===== src/rtl/sisc_ifetch.sv =====
// sisc_ifetch: instruction fetch stage feeding the SISC datapath.
// Owns the fetch PC, a single-word memory request/ack handshake and the
// instruction register with a valid/ready hand-off to the consumer.
// Ports:
//   clk, rst_f          clock, synchronous active-high reset
//   br_taken, br_target redirect pulse and target word address
//   ir_ready            consumer accepts ir this cycle
//   mem_req, mem_addr   instruction memory request and word address
//   mem_ack, mem_rdata  memory response strobe and data
//   ir, ir_valid        instruction register and its valid flag
//   pc, npc             address of the instruction in ir, and pc+1
module sisc_ifetch #(
  parameter int unsigned          ADDR_W   = 16,
  parameter logic [ADDR_W-1:0]    RESET_PC = '0
) (
  input  logic              clk,
  input  logic              rst_f,
  input  logic              br_taken,
  input  logic [ADDR_W-1:0] br_target,
  input  logic              ir_ready,
  output logic              mem_req,
  output logic [ADDR_W-1:0] mem_addr,
  input  logic              mem_ack,
  input  logic [31:0]       mem_rdata,
  output logic [31:0]       ir,
  output logic              ir_valid,
  output logic [ADDR_W-1:0] pc,
  output logic [ADDR_W-1:0] npc
);

  typedef enum logic [1:0] {
    FETCH = 2'd0,
    FULL  = 2'd1,
    DRAIN = 2'd2
  } state_t;

  state_t            state_q, state_n;
  logic [ADDR_W-1:0] fetch_pc_q, fetch_pc_n;
  logic              mem_req_n;
  logic [ADDR_W-1:0] mem_addr_n;
  logic [31:0]       ir_n;
  logic              ir_valid_n;
  logic [ADDR_W-1:0] pc_n, npc_n;

  // State and registered outputs.
  always_ff @(posedge clk) begin
    if (rst_f) begin
      state_q    <= FETCH;
      fetch_pc_q <= RESET_PC;
      mem_req    <= 1'b0;
      mem_addr   <= RESET_PC;
      ir         <= '0;
      ir_valid   <= 1'b0;
      pc         <= '0;
      npc        <= ADDR_W'(1);
    end else begin
      state_q    <= state_n;
      fetch_pc_q <= fetch_pc_n;
      mem_req    <= mem_req_n;
      mem_addr   <= mem_addr_n;
      ir         <= ir_n;
      ir_valid   <= ir_valid_n;
      pc         <= pc_n;
      npc        <= npc_n;
    end
  end

  // Next-state and next-output logic.
  always_comb begin
    state_n    = state_q;
    fetch_pc_n = fetch_pc_q;
    mem_req_n  = mem_req;
    mem_addr_n = mem_addr;
    ir_n       = ir;
    ir_valid_n = ir_valid;
    pc_n       = pc;
    npc_n      = npc;

    unique case (state_q)
      FETCH: begin
        if (!mem_req) begin
          // Idle FETCH cycle (after reset): launch the first request.
          mem_req_n = 1'b1;
          if (br_taken) begin
            fetch_pc_n = br_target;
            mem_addr_n = br_target;
          end else begin
            mem_addr_n = fetch_pc_q;
          end
        end else if (mem_ack) begin
          if (br_taken) begin
            // Data belongs to the abandoned path: drop it and re-request.
            fetch_pc_n = br_target;
            mem_addr_n = br_target;
          end else begin
            ir_n       = mem_rdata;
            ir_valid_n = 1'b1;
            pc_n       = fetch_pc_q;
            npc_n      = fetch_pc_q + ADDR_W'(1);
            fetch_pc_n = fetch_pc_q + ADDR_W'(1);
            mem_req_n  = 1'b0;
            state_n    = FULL;
          end
        end else if (br_taken) begin
          // Handshake must complete at the old address before redirecting.
          fetch_pc_n = br_target;
          state_n    = DRAIN;
        end
      end

      DRAIN: begin
        // Latest redirect wins, including one coinciding with the ack.
        if (br_taken) fetch_pc_n = br_target;
        if (mem_ack) begin
          state_n    = FETCH;
          mem_addr_n = br_taken ? br_target : fetch_pc_q;
        end
      end

      FULL: begin
        // Redirect flushes ir even if the consumer is ready this cycle.
        if (br_taken) begin
          ir_valid_n = 1'b0;
          fetch_pc_n = br_target;
          mem_req_n  = 1'b1;
          mem_addr_n = br_target;
          state_n    = FETCH;
        end else if (ir_ready) begin
          ir_valid_n = 1'b0;
          mem_req_n  = 1'b1;
          mem_addr_n = fetch_pc_q;
          state_n    = FETCH;
        end
      end

      default: begin
        state_n    = FETCH;
        mem_req_n  = 1'b0;
        ir_valid_n = 1'b0;
      end
    endcase
  end

endmodule


===== config.mk =====
export PLATFORM = sky130hd
export DESIGN_NAME = sisc_ifetch
export DESIGN_NICKNAME = d
export VERILOG_FILES = /design/src/rtl/sisc_ifetch.sv
export SDC_FILE = /design/constraint.sdc
export NUM_CORES = 1
export LEC_CHECK = 0
export ABC_AREA = 1
export CORE_ASPECT_RATIO = 1.75
export CORE_MARGIN = 1
export CORE_UTILIZATION = 47
export DETAILED_ROUTE_END_ITERATION = 10
export PLACE_DENSITY = 0.82
export SYNTH_ARGS = -nofsm -noshare
export SYNTH_HDL_FRONTEND = slang
export SYNTH_SLANG_ARGS = --single-unit

===== constraint.sdc =====
create_clock -name clk -period 2.4 [get_ports clk]
set_input_delay 0.48 -clock clk [delete_from_list [all_inputs] [get_ports clk]]
set_output_delay 0.48 -clock clk [all_outputs]
set_load 0.01 [all_outputs]

==> impl_metrics.json, run 1 <==
{
  "status": "finished, final reports clean",
  "fillCellCount": 793,
  "drtIter0Drc": 367,
  "ys.flop_type": "dfxtp_1",
  "period_share": 0.879,
  "antenna_found_initial": 0,
  "comb_power_share": 0.205,
  "drc": 0,
  "die_w_um": 75.5,
  "grt_pass1_wl_um": 21200,
  "path_class": "reg2reg",
  "gr-total-overflow": 0,
  "postCtsSetupRepairBufs": 0,
  "cap_violations": 0,
  "slew_headroom": 0.464,
  "r2r-start": "state_q[0]",
  "pwr-share-seq": 0.420,
  "min_from": "npc[0]",
  "start_util": 0.489,
  "place.port_buffers": 134,
  "path_clk_slew_ns": 0.07,
  "drive_gt1_frac": 0.0491,
  "path_max_fanout": 13,
  "grtUsageTotal": 0.284,
  "root_buffer": "clkbuf_16",
  "vias": 4589,
  "ir_drop_mv": 0.505,
  "h-tree-depth": 3,
  "clock_latency_ns": 0.35,
  "ys_seq_area_frac": 0.450,
  "syn_inst": 611,
  "clock_sinks": 100,
  "die-area_um2": 9870,
  "ys_top_cells_by_area": "dfxtp_1 (45%), o21ai_0 (12%), nor2_1 (11%)",
  "fin_skew_ns": 0.00516,
  "ios": 135,
  "p_int_w": 0.00334,
  "core_area_um2": 9090,
  "p_total_w": 0.00457,
  "synth_edf_count": 0,
  "cts_hold_buf": 0,
  "p_clk_frac": 0.374,
  "tightest_slew_ns": 0.803,
  "worstPathRequired_ns": 2.66,
  "post_cts_resized": 0,
  "drt_first_pass_iters": 6,
  "rsz0062_at_grt": "no",
  "critPathLaunch": "state_q[0]",
  "grt_pass1_vias": 4402,
  "fin_ws_ns": 0.291,
  "ys_ff_latch": 100,
  "dp_hpwl_um": 9520,
  "yosys_warnings": 0,
  "globalplace.congestion": 0.923,
  "synthDominantCellAreaShare": 0.450,
  "ys_async_sr_fraction": 0,
  "synthDistinctLibCells": 31,
  "period_needed_ns": 2.11,
  "grt_max_degree": 79,
  "power.share.switching": 0.269,
  "cts_buffer_depth": 2,
  "synth.most_common_cell": "nor2_1",
  "pre_cts_slack_ns": 0.139,
  "antennaDiodeCount": 0,
  "fin_setup_tns_ns": 0,
  "num-nets-final": 786,
  "synth_area_leader_cell": "dfxtp_1",
  "netlist_area_um2": 4450,
  "power_leakage_nw": 2.56,
  "cp-start-kind": "register",
  "syn_to_final_growth_pct": 39.7,
  "wire_per_inst_um": 15.7,
  "p_switching_w": 0.00123,
  "vias_per_cell": 5.38,
  "syn-mean-instance-area_um2": 7.28,
  "die_h_um": 131,
  "max_freq_ghz": 0.474,
  "cts_buffers": 9,
  "hp-class": "reg2reg",
  "p_per_area_nw_per_um2": 736,
  "cts_tree": "built",
  "setup_viol": 0,
  "final_hold_viol_count": 0,
  "drv_slew": 0,
  "antenna_left": 0,
  "finalWirelength_um": 13400,
  "cp.arrival_ns": 2.37,
  "syn-num-nets": 669,
  "cp-end-kind": "register",
  "post_synth_most_frequent_cells": "nor2_1 (126), o21ai_0 (105), dfxtp_1 (100)",
  "rows": 46
}
[path summary, 6_finish.rpt]
kind,endpoint,slack (ns),cells past startpoint
setup / recovery,fetch_pc_q[12],0.29,8
setup reg to reg,fetch_pc_q[12],0.29,8
hold reg to reg,npc[0],0.47,2
hold / removal,npc[0],0.47,2
[power by group through the flow]
stage | registers, W | clock network, W | logic, W
final | 0.00192 | 0.00171 | 0.000937
after global routing | 0.00194 | 0.00179 | 0.00103
after CTS | 0.00192 | 0.00173 | 0.000936
after detailed placement | 0.00195 | 0 | 0.000931
after global placement | 0.00195 | 0 | 0.000912
after floorplan | 0.00199 | 0 | 0.000425
[stage by stage]
stage | instance area [um2] | instances | hold WS (ns) | utilization
finish | 6210 | 853 | 0.468 | 0.683
global route | 6210 | 853 | 0.506 | 0.683
CTS | 6210 | 853 | 0.471 | 0.683
detailed placement | 5850 | 837 | 0.456 | 0.643
global placement | 5850 | 837 | 0.445 | 0.643
floorplan | 4450 | 611 | 0.459 | -
[worst max-delay path, stage by stage, from the launching register on]
cell and delay (ns):
dfxtp_1 0.39, inv_1 0.08, ha_1 0.35, nor2_4 0.22
nand2_1 0.12, buf_4 0.20, nor2_1 0.33, nand2_1 0.12
a21oi_1 0.19
[area by class of cell]
type                       instances  area, um2  area share
clock inverter                     5        108      0.0173
timing repair buffer             143       1430       0.231
inverter                          40        150      0.0242
clock buffer                      11        253      0.0407
multi-input combinational        434       2110       0.340
sequential                       100       2000       0.322
tap                              120        150      0.0242
[state kept, by name, summed over array words and instances, names as in the netlist]
signal	count
state_q	2
fetch_pc_q	16
ir_valid	1
npc	16
mem_req	1
ir	32
mem_addr	16
pc	16
[kinds of logic after synthesis]
family,synth area share
AO/OA/AOI/OAI,0.210
XOR/XNOR,0.0197
adder cells (fa/ha/maj),0.0141
buffers and inverters,0.0740
flip-flops,0.450
multiplexers,0.0158
AND/OR/NAND/NOR,0.216
[metal layers]
layer | wire length, um | track usage
met2 | 7310 | 0.511
met4 | 543 | 0.153
met3 | 640 | 0.0560
met5 | 0 | 0
met1 | 4870 | 0.304
[layout by cell type, fill, tap and decap left out, drive strengths merged, types with 5 or more instances in the layout]
cell / instances
a211oi: 6
a21oi: 48
buf: 9
clkbuf: 11
clkdlybuf4s50: 134
dfxtp: 100
ha: 5
inv: 39
mux2i: 7
nand2: 81
nand3: 19
nor2: 130
o21ai: 107
xor2: 9
Power figures use the tool's default switching activity.
==> run 2, diff against run 1 <==
GPL_TIMING_DRIVEN = 0   (was not set)
==> run 2 against run 1 <==
Power down 6.2%; combinational power grew 2.6%; maximum frequency grew 4.4%; cell count is 3.2% higher; highest routed layer unchanged; non-clock buffer count up 27; design area unchanged; hold slack lost 0.0066 ns; count of clock-buffer cells in the layout decreased by 1; utilization unchanged; worst setup slack gained 0.089 ns; clock skew grew 0.0030 ns; largest power group unchanged; critical path type unchanged; register-to-register slack improved by 0.09 ns.
==> impl_metrics.json, run 2 (synthesized netlist as in run 1, its figures left out) <==
{
  "status": "finished, final reports clean",
  "setup_viol": 0,
  "ios": 135,
  "num-nets-final": 813,
  "cts_buffers": 9,
  "cts_hold_buf": 0,
  "ir_drop_mv": 0.511,
  "core_area_um2": 9090,
  "rows": 46,
  "cp.arrival_ns": 2.24,
  "rsz0062_at_grt": "no",
  "most-common-layout-cells": "clkdlybuf4s50_1 (133), nor2_1 (126), o21ai_0 (105)",
  "root_buffer": "clkbuf_16",
  "place.port_buffers": 133,
  "antenna_found_initial": 0,
  "dp_hpwl_um": 10800,
  "drv_slew": 0,
  "wire_per_inst_um": 16.2,
  "postCtsSetupRepairBufs": 0,
  "hp-class": "reg2reg",
  "period_needed_ns": 2.02,
  "gr-max-usage-layer": "met2",
  "pre_cts_slack_ns": 0.100,
  "antenna_left": 0,
  "slew_headroom": 0.605,
  "cts_buffer_depth": 2,
  "drtIter0Drc": 235,
  "comb_power_share": 0.224,
  "path_max_fanout": 10,
  "die-area_um2": 9870,
  "finalWirelength_um": 14300,
  "cp-start-kind": "register",
  "drt_first_pass_iters": 5,
  "regArea_um2": 2000,
  "grt_pass1_wl_um": 22400,
  "antennaDiodeCount": 0,
  "post_cts_resized": 0,
  "pwr-share-seq": 0.448,
  "grt_max_degree": 18,
  "max_freq_ghz": 0.495,
  "clock_sinks": 100,
  "h-tree-depth": 3,
  "use_met2": 0.538,
  "p_int_w": 0.00301,
  "start_util": 0.489,
  "final_hold_viol_count": 0,
  "vias_per_cell": 5.46,
  "regMostFlops": "ir",
  "final_common_cell": "clkdlybuf4s50_1",
  "die_w_um": 75.5,
  "gr-total-overflow": 0,
  "whs_ns": 0.461,
  "globalplace.congestion": 0.942,
  "met1_usage": 0.320,
  "largest_reg_flops": 32,
  "worstPathRequired_ns": 2.62,
  "drive_gt1_frac": 0.0553,
  "fillCellCount": 864,
  "period_share": 0.842,
  "cap_violations": 0,
  "p_clk_frac": 0.328,
  "power.share.switching": 0.299,
  "syn_to_final_growth_pct": 39.7,
  "ff2ff_setup_slack_ns": 0.38,
  "cp-end-kind": "register",
  "p_switching_w": 0.00128,
  "drc": 0,
  "cts_tree": "built",
  "fin_skew_ns": 0.00814,
  "path_clk_slew_ns": 0.07,
  "p_per_area_nw_per_um2": 690,
  "layoutNonFillerInstCount": 880,
  "multi_input_area_um2": 2110,
  "fin_ws_ns": 0.379,
  "use_met3": 0.0675,
  "vias": 4807,
  "placed_cells": 864,
  "fin_setup_tns_ns": 0,
  "clock_latency_ns": 0.35,
  "grt_pass1_vias": 4680,
  "path_class": "reg2reg",
  "power_leakage_nw": 2.57,
  "grtUsageTotal": 0.306,
  "tightest_slew_ns": 0.592,
  "die_h_um": 131
}
==> run 2: through the flow <==
step | utilization | area [um2] | power (W)
global route | 0.683 | 6210 | 0.00447
global placement | 0.652 | 5930 | 0.00288
floorplan | - | 4450 | 0.00241
CTS | 0.683 | 6210 | 0.00429
detailed placement | 0.652 | 5930 | 0.00290
finish | 0.683 | 6210 | 0.00429
==> run 2: routing by layer <==
layer  up-vias  routed length (um)
met5         -                   0
met4         0                 743
met3        47                 815
met2       202                7620
met1      2252                5080
li1       2306                   -
==> run 2: layout make-up <==
cell class | instances | area share
inverters | 40 | 0.0242
clock buffers | 10 | 0.0385
repair buffers | 133 | 0.214
clock inverters | 6 | 0.00725
flip-flops and latches | 100 | 0.322
well taps | 120 | 0.0242
multi-input cells | 434 | 0.340
plain buffers | 37 | 0.0288
==> run 2: power by group through the flow <==
stage          Clock, W  Combinational, W  Sequential [W]
2_1_floorplan         0          0.000425         0.00199
3_3_place_gp          0          0.000935         0.00195
3_5_place_dp          0          0.000952         0.00195
4_1_cts         0.00142          0.000958         0.00192
5_1_grt         0.00148           0.00105         0.00194
6_report        0.00141          0.000961         0.00192
==> run 2: final timing paths <==
| path | startpoint | endpoint | cells after the start |
|---|---|---|---|
| hold / removal | npc[0] | npc[0] | 2 |
| setup / recovery | state_q[0] | fetch_pc_q[3] | 9 |
| setup reg to reg | state_q[0] | fetch_pc_q[3] | 9 |
| hold reg to reg | npc[0] | npc[0] | 2 |
==> run 2: critical path, stage by stage (launching register included) <==
cell and delay, ns:
dfxtp_1 0.39, inv_1 0.08, ha_1 0.35, nor2_4 0.23, nand2_1 0.20, inv_1 0.11, buf_2 0.23, nand3_1 0.11
o21ai_0 0.09, a21oi_1 0.09
